[src/rtl/fetch_sequencer_if.sv]
// Signal bundle between the fetch sequencer and its neighbours: program counter,
// instruction memory, decode and the execute-stage redirect.
interface fetch_sequencer_if;
  logic        fetch_en;
  logic [31:0] pc_addr;
  logic        pc_update;
  logic        write;
  logic [31:0] new_count;
  logic        imem_req;
  logic [31:0] imem_addr;
  logic        imem_ack;
  logic [31:0] imem_rdata;
  logic [31:0] instr;
  logic [31:0] instr_pc;
  logic        instr_valid;
  logic        instr_ready;
  logic        redirect;
  logic [31:0] redirect_target;
  logic        fault;

  modport master (
    input  fetch_en, pc_addr, pc_update, imem_ack, imem_rdata,
           instr_ready, redirect, redirect_target,
    output write, new_count, imem_req, imem_addr, instr, instr_pc,
           instr_valid, fault
  );

  modport slave (
    output fetch_en, pc_addr, pc_update, imem_ack, imem_rdata,
           instr_ready, redirect, redirect_target,
    input  write, new_count, imem_req, imem_addr, instr, instr_pc,
           instr_valid, fault
  );
endinterface

[src/rtl/fetch_sequencer.sv]
// Fetch sequencer: reads one word per instruction, hands it to decode, then
// loads the next PC (sequential or redirected) into the program counter.
//
// state  | meaning
// IDLE   | waiting for fetch_en
// ISSUE  | imem_req high, waiting for ack (timeout counted)
// HOLD   | instr_valid high, waiting for instr_ready
// UPDATE | write high, new_count presented to the PC
// SYNC   | waiting for pc_update from the PC
// FAULT  | sticky error, only rst leaves
module fetch_sequencer #(
  parameter int TIMEOUT_CYCLES = 16,
  parameter int PC_STEP        = 4
) (
  input  logic               clk,
  input  logic               rst,
  fetch_sequencer_if.master  bus
);
  localparam int TW = $clog2(TIMEOUT_CYCLES + 1);

  typedef enum logic [2:0] {IDLE, ISSUE, HOLD, UPDATE, SYNC, FAULT} state_t;

  state_t      state_q, state_d;
  logic        write_q, write_d;
  logic [31:0] new_count_q, new_count_d;
  logic        imem_req_q, imem_req_d;
  logic [31:0] imem_addr_q, imem_addr_d;
  logic [31:0] instr_q, instr_d;
  logic [31:0] instr_pc_q, instr_pc_d;
  logic        instr_valid_q, instr_valid_d;
  logic        fault_q, fault_d;
  logic        discard_q, discard_d;
  logic [31:0] redir_tgt_q, redir_tgt_d;
  logic [TW-1:0] tmo_q, tmo_d;

  always_ff @(posedge clk or posedge rst) begin
    if (rst) begin
      state_q       <= IDLE;
      write_q       <= 1'b0;
      new_count_q   <= 32'h0;
      imem_req_q    <= 1'b0;
      imem_addr_q   <= 32'h0;
      instr_q       <= 32'h0;
      instr_pc_q    <= 32'h0;
      instr_valid_q <= 1'b0;
      fault_q       <= 1'b0;
      discard_q     <= 1'b0;
      redir_tgt_q   <= 32'h0;
      tmo_q         <= '0;
    end else begin
      state_q       <= state_d;
      write_q       <= write_d;
      new_count_q   <= new_count_d;
      imem_req_q    <= imem_req_d;
      imem_addr_q   <= imem_addr_d;
      instr_q       <= instr_d;
      instr_pc_q    <= instr_pc_d;
      instr_valid_q <= instr_valid_d;
      fault_q       <= fault_d;
      discard_q     <= discard_d;
      redir_tgt_q   <= redir_tgt_d;
      tmo_q         <= tmo_d;
    end
  end

  always_comb begin
    state_d       = state_q;
    write_d       = 1'b0;
    new_count_d   = new_count_q;
    imem_req_d    = imem_req_q;
    imem_addr_d   = imem_addr_q;
    instr_d       = instr_q;
    instr_pc_d    = instr_pc_q;
    instr_valid_d = instr_valid_q;
    fault_d       = fault_q;
    discard_d     = discard_q;
    redir_tgt_d   = redir_tgt_q;
    tmo_d         = tmo_q;

    case (state_q)
      IDLE, SYNC: begin
        if (bus.redirect) begin
          new_count_d = bus.redirect_target;
          write_d     = 1'b1;
          state_d     = UPDATE;
        end else if ((state_q == IDLE || bus.pc_update) && bus.fetch_en) begin
          imem_addr_d = bus.pc_addr;
          if (bus.pc_addr[1:0] != 2'b00) begin
            fault_d = 1'b1;
            state_d = FAULT;
          end else begin
            imem_req_d = 1'b1;
            tmo_d      = '0;
            state_d    = ISSUE;
          end
        end else if (state_q == SYNC && bus.pc_update) begin
          state_d = IDLE;
        end
      end
      ISSUE: begin
        if (bus.imem_ack) begin
          imem_req_d = 1'b0;
          tmo_d      = '0;
          discard_d  = 1'b0;
          if (discard_q || bus.redirect) begin
            new_count_d = bus.redirect ? bus.redirect_target : redir_tgt_q;
            write_d     = 1'b1;
            state_d     = UPDATE;
          end else begin
            instr_d       = bus.imem_rdata;
            instr_pc_d    = imem_addr_q;
            instr_valid_d = 1'b1;
            state_d       = HOLD;
          end
        end else if (tmo_q == TW'(TIMEOUT_CYCLES - 1)) begin
          imem_req_d = 1'b0;
          discard_d  = 1'b0;
          fault_d    = 1'b1;
          state_d    = FAULT;
        end else begin
          tmo_d = tmo_q + 1'b1;
          // the request stays outstanding; remember where to go once it completes
          if (bus.redirect) begin
            discard_d   = 1'b1;
            redir_tgt_d = bus.redirect_target;
          end
        end
      end
      HOLD: begin
        if (bus.redirect || bus.instr_ready) begin
          instr_valid_d = 1'b0;
          new_count_d   = bus.redirect ? bus.redirect_target : instr_pc_q + 32'(PC_STEP);
          write_d       = 1'b1;
          state_d       = UPDATE;
        end
      end
      UPDATE: begin
        if (bus.redirect) begin
          new_count_d = bus.redirect_target;
          write_d     = 1'b1;
        end else begin
          state_d = SYNC;
        end
      end
      FAULT: begin
        imem_req_d    = 1'b0;
        instr_valid_d = 1'b0;
        fault_d       = 1'b1;
      end
      default: state_d = IDLE;
    endcase
  end

  assign bus.write       = write_q;
  assign bus.new_count   = new_count_q;
  assign bus.imem_req    = imem_req_q;
  assign bus.imem_addr   = imem_addr_q;
  assign bus.instr       = instr_q;
  assign bus.instr_pc    = instr_pc_q;
  assign bus.instr_valid = instr_valid_q;
  assign bus.fault       = fault_q;
endmodule

[src/flat_wrapper.sv]
// flat-port wrapper written by rule: the top's interface ports become plain ports
module fetch_sequencer_flat 
#(
  parameter int TIMEOUT_CYCLES = 16,
  parameter int PC_STEP        = 4
)
  (clk, rst, bus_fetch_en, bus_pc_addr, bus_pc_update, bus_imem_ack, bus_imem_rdata, bus_instr_ready, bus_redirect, bus_redirect_target, bus_write, bus_new_count, bus_imem_req, bus_imem_addr, bus_instr, bus_instr_pc, bus_instr_valid, bus_fault);
  fetch_sequencer_if bus_i ();
  input  logic clk;
  input  logic rst;
  input wire logic [$bits(bus_i.fetch_en)-1:0] bus_fetch_en;
  input wire logic [$bits(bus_i.pc_addr)-1:0] bus_pc_addr;
  input wire logic [$bits(bus_i.pc_update)-1:0] bus_pc_update;
  input wire logic [$bits(bus_i.imem_ack)-1:0] bus_imem_ack;
  input wire logic [$bits(bus_i.imem_rdata)-1:0] bus_imem_rdata;
  input wire logic [$bits(bus_i.instr_ready)-1:0] bus_instr_ready;
  input wire logic [$bits(bus_i.redirect)-1:0] bus_redirect;
  input wire logic [$bits(bus_i.redirect_target)-1:0] bus_redirect_target;
  output wire logic [$bits(bus_i.write)-1:0] bus_write;
  output wire logic [$bits(bus_i.new_count)-1:0] bus_new_count;
  output wire logic [$bits(bus_i.imem_req)-1:0] bus_imem_req;
  output wire logic [$bits(bus_i.imem_addr)-1:0] bus_imem_addr;
  output wire logic [$bits(bus_i.instr)-1:0] bus_instr;
  output wire logic [$bits(bus_i.instr_pc)-1:0] bus_instr_pc;
  output wire logic [$bits(bus_i.instr_valid)-1:0] bus_instr_valid;
  output wire logic [$bits(bus_i.fault)-1:0] bus_fault;
  assign bus_i.fetch_en = bus_fetch_en;
  assign bus_i.pc_addr = bus_pc_addr;
  assign bus_i.pc_update = bus_pc_update;
  assign bus_i.imem_ack = bus_imem_ack;
  assign bus_i.imem_rdata = bus_imem_rdata;
  assign bus_i.instr_ready = bus_instr_ready;
  assign bus_i.redirect = bus_redirect;
  assign bus_i.redirect_target = bus_redirect_target;
  assign bus_write = bus_i.write;
  assign bus_new_count = bus_i.new_count;
  assign bus_imem_req = bus_i.imem_req;
  assign bus_imem_addr = bus_i.imem_addr;
  assign bus_instr = bus_i.instr;
  assign bus_instr_pc = bus_i.instr_pc;
  assign bus_instr_valid = bus_i.instr_valid;
  assign bus_fault = bus_i.fault;
  fetch_sequencer #(.TIMEOUT_CYCLES(TIMEOUT_CYCLES), .PC_STEP(PC_STEP)) u_core (.clk(clk), .rst(rst), .bus(bus_i));
endmodule
[config.mk]
export PLATFORM = sky130hd
export DESIGN_NAME = fetch_sequencer_flat
export DESIGN_NICKNAME = d
export VERILOG_FILES = /design/src/rtl/fetch_sequencer_if.sv /design/src/rtl/fetch_sequencer.sv /design/src/flat_wrapper.sv
export SDC_FILE = /design/constraint.sdc
export NUM_CORES = 1
export LEC_CHECK = 0
export BUFFER_PORTS_ARGS = -buffer_cell sky130_fd_sc_hd__buf_4
export CAP_MARGIN = 10
export CORE_MARGIN = 1
export CORE_UTILIZATION = 36
export CTS_CLUSTER_DIAMETER = 150
export DETAILED_ROUTE_END_ITERATION = 10
export SLEW_MARGIN = 20
export SYNTH_ARGS = -nofsm -noshare
export SYNTH_HDL_FRONTEND = slang
export SYNTH_SLANG_ARGS = --single-unit
[constraint.sdc]
create_clock -name clk -period 6.25 [get_ports clk]
set_clock_uncertainty 0.15 [all_clocks]
set_input_delay 1.25 -clock clk [delete_from_list [all_inputs] [get_ports clk]]
set_output_delay 1.25 -clock clk [all_outputs]
set_load 0.05 [all_outputs]
==> impl_metrics.yaml <==
synth:
  synth_common_cells: "dfrtp_1, mux2_2, nand2_1"
  synthCells: 726
  synth_edf_count: 0
  syn_avg_cell_area_um2: 11.8
  yosys-top-cells-area: "dfrtp_1, mux2_2, mux2_4, nand2_1, o21ai_0"
  ys_seq_area_share_pct: 50.4
  yosysUniqueCellTypes: 71
  ys_ff_latch: 173
  synth_area_um2: 8580
  netlist.area_leader.share_pct: 50.4
  yosysTopAreaCell: "dfrtp_1"
  ys.flop_type: "dfrtp_1"
  syn-num-nets: 832
  ys_async_sr_fraction_pct: 100
  synth_most_common_cell: "dfrtp_1"
  yosysWarnings: 0
outcome:
  outcome: "complete, no violations"
setup_path:
  r2r-start: "u_core.state_q[1]"
  reg2reg_to: "u_core.bus.new_count[7]"
  cp_max_fo: 40
  path_class: "reg2reg"
  arrival_ns: 3.56
  critPathRequiredTime_ns: 6.44
  reg2reg_depth: 8
  r2r_setup_slack_ns: 2.89
  start_kind: "flip-flop"
  endpoint_kind: "flip-flop"
sta:
  relSlewSlack_pct: 36.4
  setup_viol: 0
  max_freq_mhz: 297
  timing.hold.ws_ns: 0.330
  slew_viol_final: 0
  tightest_slew_ns: 0.954
  fin_crit_ns: 3.36
  min_period_over_period_pct: 53.8
  rsz0062_at_grt: "no"
  hold_viol_final: 0
  fin_tns_setup_ns: 0
clock_tree:
  root_buffer: "clkbuf_16"
  clockBufferDepth: 2
  insertion_delay_ns: 0.44
  clk_pin_slew_ns: 0.07
  clkSinkCount: 173
  cts_buffers: 17
  post_cts_buffers: 0
  holdBufCountCts: 0
  cts_resized: 0
  cts.htree.levels: 4
  cts_tree: "done"
routing:
  post_drt_wl_per_cell_um: 19.7
  drc: 0
  viasPerCell: 5.32
  drtIter0Drc: 490
  vias: 6771
  drt-pass1-iter-count: 7
  antenna_left: 0
  wl_mm: 25.1
cells_and_area:
  final_core_util_pct: 47.8
  antenna_cells: 0
  fill_cells: 2192
  multi_input_area_um2: 3990
  ff_latch_area_um2: 4330
  nets: 1047
  syn2layout_area_growth_pct: 30.3
  drive_above_1_share_pct: 44.5
grt:
  grt_pass1_wl_mm: 39.1
  grt_max_degree: 100
  antenna_found_initial: 0
  grt.total_usage_pct: 21.1
  grt_pass1_vias: 6851
  overflow: 0
placement:
  port_buffers: 234
  routabilityCongestion: 0.782
  dpl.hpwl_mm: 18.0
floorplanning:
  die_area_um2: 24500
  io_pins: 235
  coreArea_um2: 23400
  fp.dieW_um: 156
  rows: 56
  die_h_um: 156
  start_util_pct: 36.7
power_and_ir_drop:
  powerDensity_nw_per_um2: 643
  leakagePower_uw: 0.00513
  vdd_drop_max_uv: 402
min_path:
  min_from: "u_core.tmo_q[4]"
  min_delay_path_depth: 2
  hold_end: "u_core.tmo_q[4]"
  hold_path_class: "reg2reg"
run:
  maxCapViolations: 0
## worst max path at each step
stage / from / endpoint / slack, ns / depth (start not counted)
finish: u_core.state_q[1] / u_core.bus.new_count[7] / 2.89 / 8
global route: u_core.state_q[1] / u_core.bus.new_count[7] / 2.61 / 8
CTS: u_core.state_q[1] / u_core.bus.new_count[7] / 2.94 / 8
detailed placement: bus_redirect / u_core.bus.new_count[18] / 2.79 / 8
global placement: bus_redirect / u_core.state_q[2] / 2.81 / 6
floorplan: rst / u_core.bus.fault / 0.16 / 1
## sequential cells by signal (all words and copies together) (netlist names)
name                    flops
u_core.bus.instr_valid      1
u_core.bus.imem_addr       32
u_core.discard_q            1
u_core.tmo_q                5
u_core.bus.new_count       32
u_core.bus.write            1
u_core.bus.fault            1
u_core.state_q              3
u_core.bus.instr_pc        32
u_core.redir_tgt_q         32
u_core.bus.imem_req         1
u_core.bus.instr           32
## power breakdown
part	leakage [uW]	switching [uW]	internal, uW
sequential	0.00210	523	1670
clock	0.000296	538	553
combinational	0.00273	2520	1390
total	0.00513	3580	3610
## cell families (layout without fill, tap and decap cells)
group / Yosys count / in the layout / synth area share (%)
buffers and inverters: 57 / 285 / 3.24
adder cells (fa/ha/maj): 3 / 3 / 0.437
XOR/XNOR: 25 / 25 / 2.55
AO/OA/AOI/OAI: 169 / 169 / 14.4
flip-flops: 173 / 173 / 50.4
AND/OR/NAND/NOR: 167 / 167 / 10.3
multiplexers: 132 / 132 / 18.6
## critical path: stages (launching register included)
cell and delay, ns:
dfrtp_1 0.59, buf_4 0.33, nor2b_1 0.58, a22oi_1 0.30, o22ai_2 0.19, buf_4 0.39, inv_2 0.31, and2_1 0.23
a211oi_1 0.19
## metrics by stage
step / total power [uW] / instances / worst slack (ns) / cell area [um2]
after global routing: 7560 / 1273 / 2.61 / 11200
after global placement: 6090 / 1241 / 2.81 / 10600
after floorplan: 4900 / 726 / 0.162 / 8580
after detailed placement: 6130 / 1241 / 2.79 / 10600
final: 7200 / 1273 / 2.89 / 11200
after CTS: 7240 / 1273 / 2.94 / 11200
## per-layer routing
| layer | vias to the layer above | global-route usage (%) | share of wire (%) |
|---|---|---|---|
| li1 | 3139 | - | - |
| met1 | 3359 | 26.9 | 43 |
| met2 | 252 | 33.6 | 47 |
| met3 | 21 | 7.45 | 8.5 |
| met4 | 0 | 6.21 | 1.6 |
| met5 | - | 0 | 0 |
## layout by cell type (no fill, tap or decap), types with 4 or more instances in the layout
| cell | netlist | routed |
|---|---|---|
| or3_1 | 4 | 4 |
| a31oi_1 | 9 | 9 |
| a2bb2oi_1 | 4 | 4 |
| inv_1 | 9 | 8 |
| nand2b_1 | 5 | 5 |
| nor2_1 | 35 | 35 |
| a21o_1 | 8 | 8 |
| a21oi_1 | 17 | 17 |
| inv_8 | 0 | 5 |
| xnor2_1 | 9 | 9 |
| a32oi_1 | 7 | 7 |
| nand3_1 | 13 | 12 |
| buf_4 | 2 | 241 |
| a22o_1 | 15 | 15 |
| clkbuf_16 | 0 | 17 |
| nand2_1 | 52 | 51 |
| and2_1 | 4 | 4 |
| nor3_1 | 10 | 10 |
| inv_6 | 0 | 4 |
| and3_1 | 5 | 5 |
| nand4_1 | 11 | 11 |
| o21ai_0 | 30 | 30 |
| o22ai_1 | 10 | 10 |
| o221ai_1 | 10 | 10 |
| xor2_1 | 16 | 16 |
| nor2b_1 | 6 | 6 |
| clkinv_8 | 0 | 4 |
| a222oi_1 | 11 | 11 |
| a22oi_1 | 10 | 10 |
| dfrtp_1 | 173 | 173 |
| mux2_2 | 99 | 99 |
| a221oi_1 | 12 | 12 |
| mux2_4 | 30 | 30 |
## final cells by class
type | instances | area share [%]
Multi-Input combinational cell | 496 | 35.7
Sequential cell | 173 | 38.7
Clock buffer | 18 | 3.93
Clock inverter | 14 | 1.48
Timing Repair Buffer | 241 | 16.2
Tap cell | 319 | 3.57
Inverter | 12 | 0.448
Power figures use the tool's default switching activity.
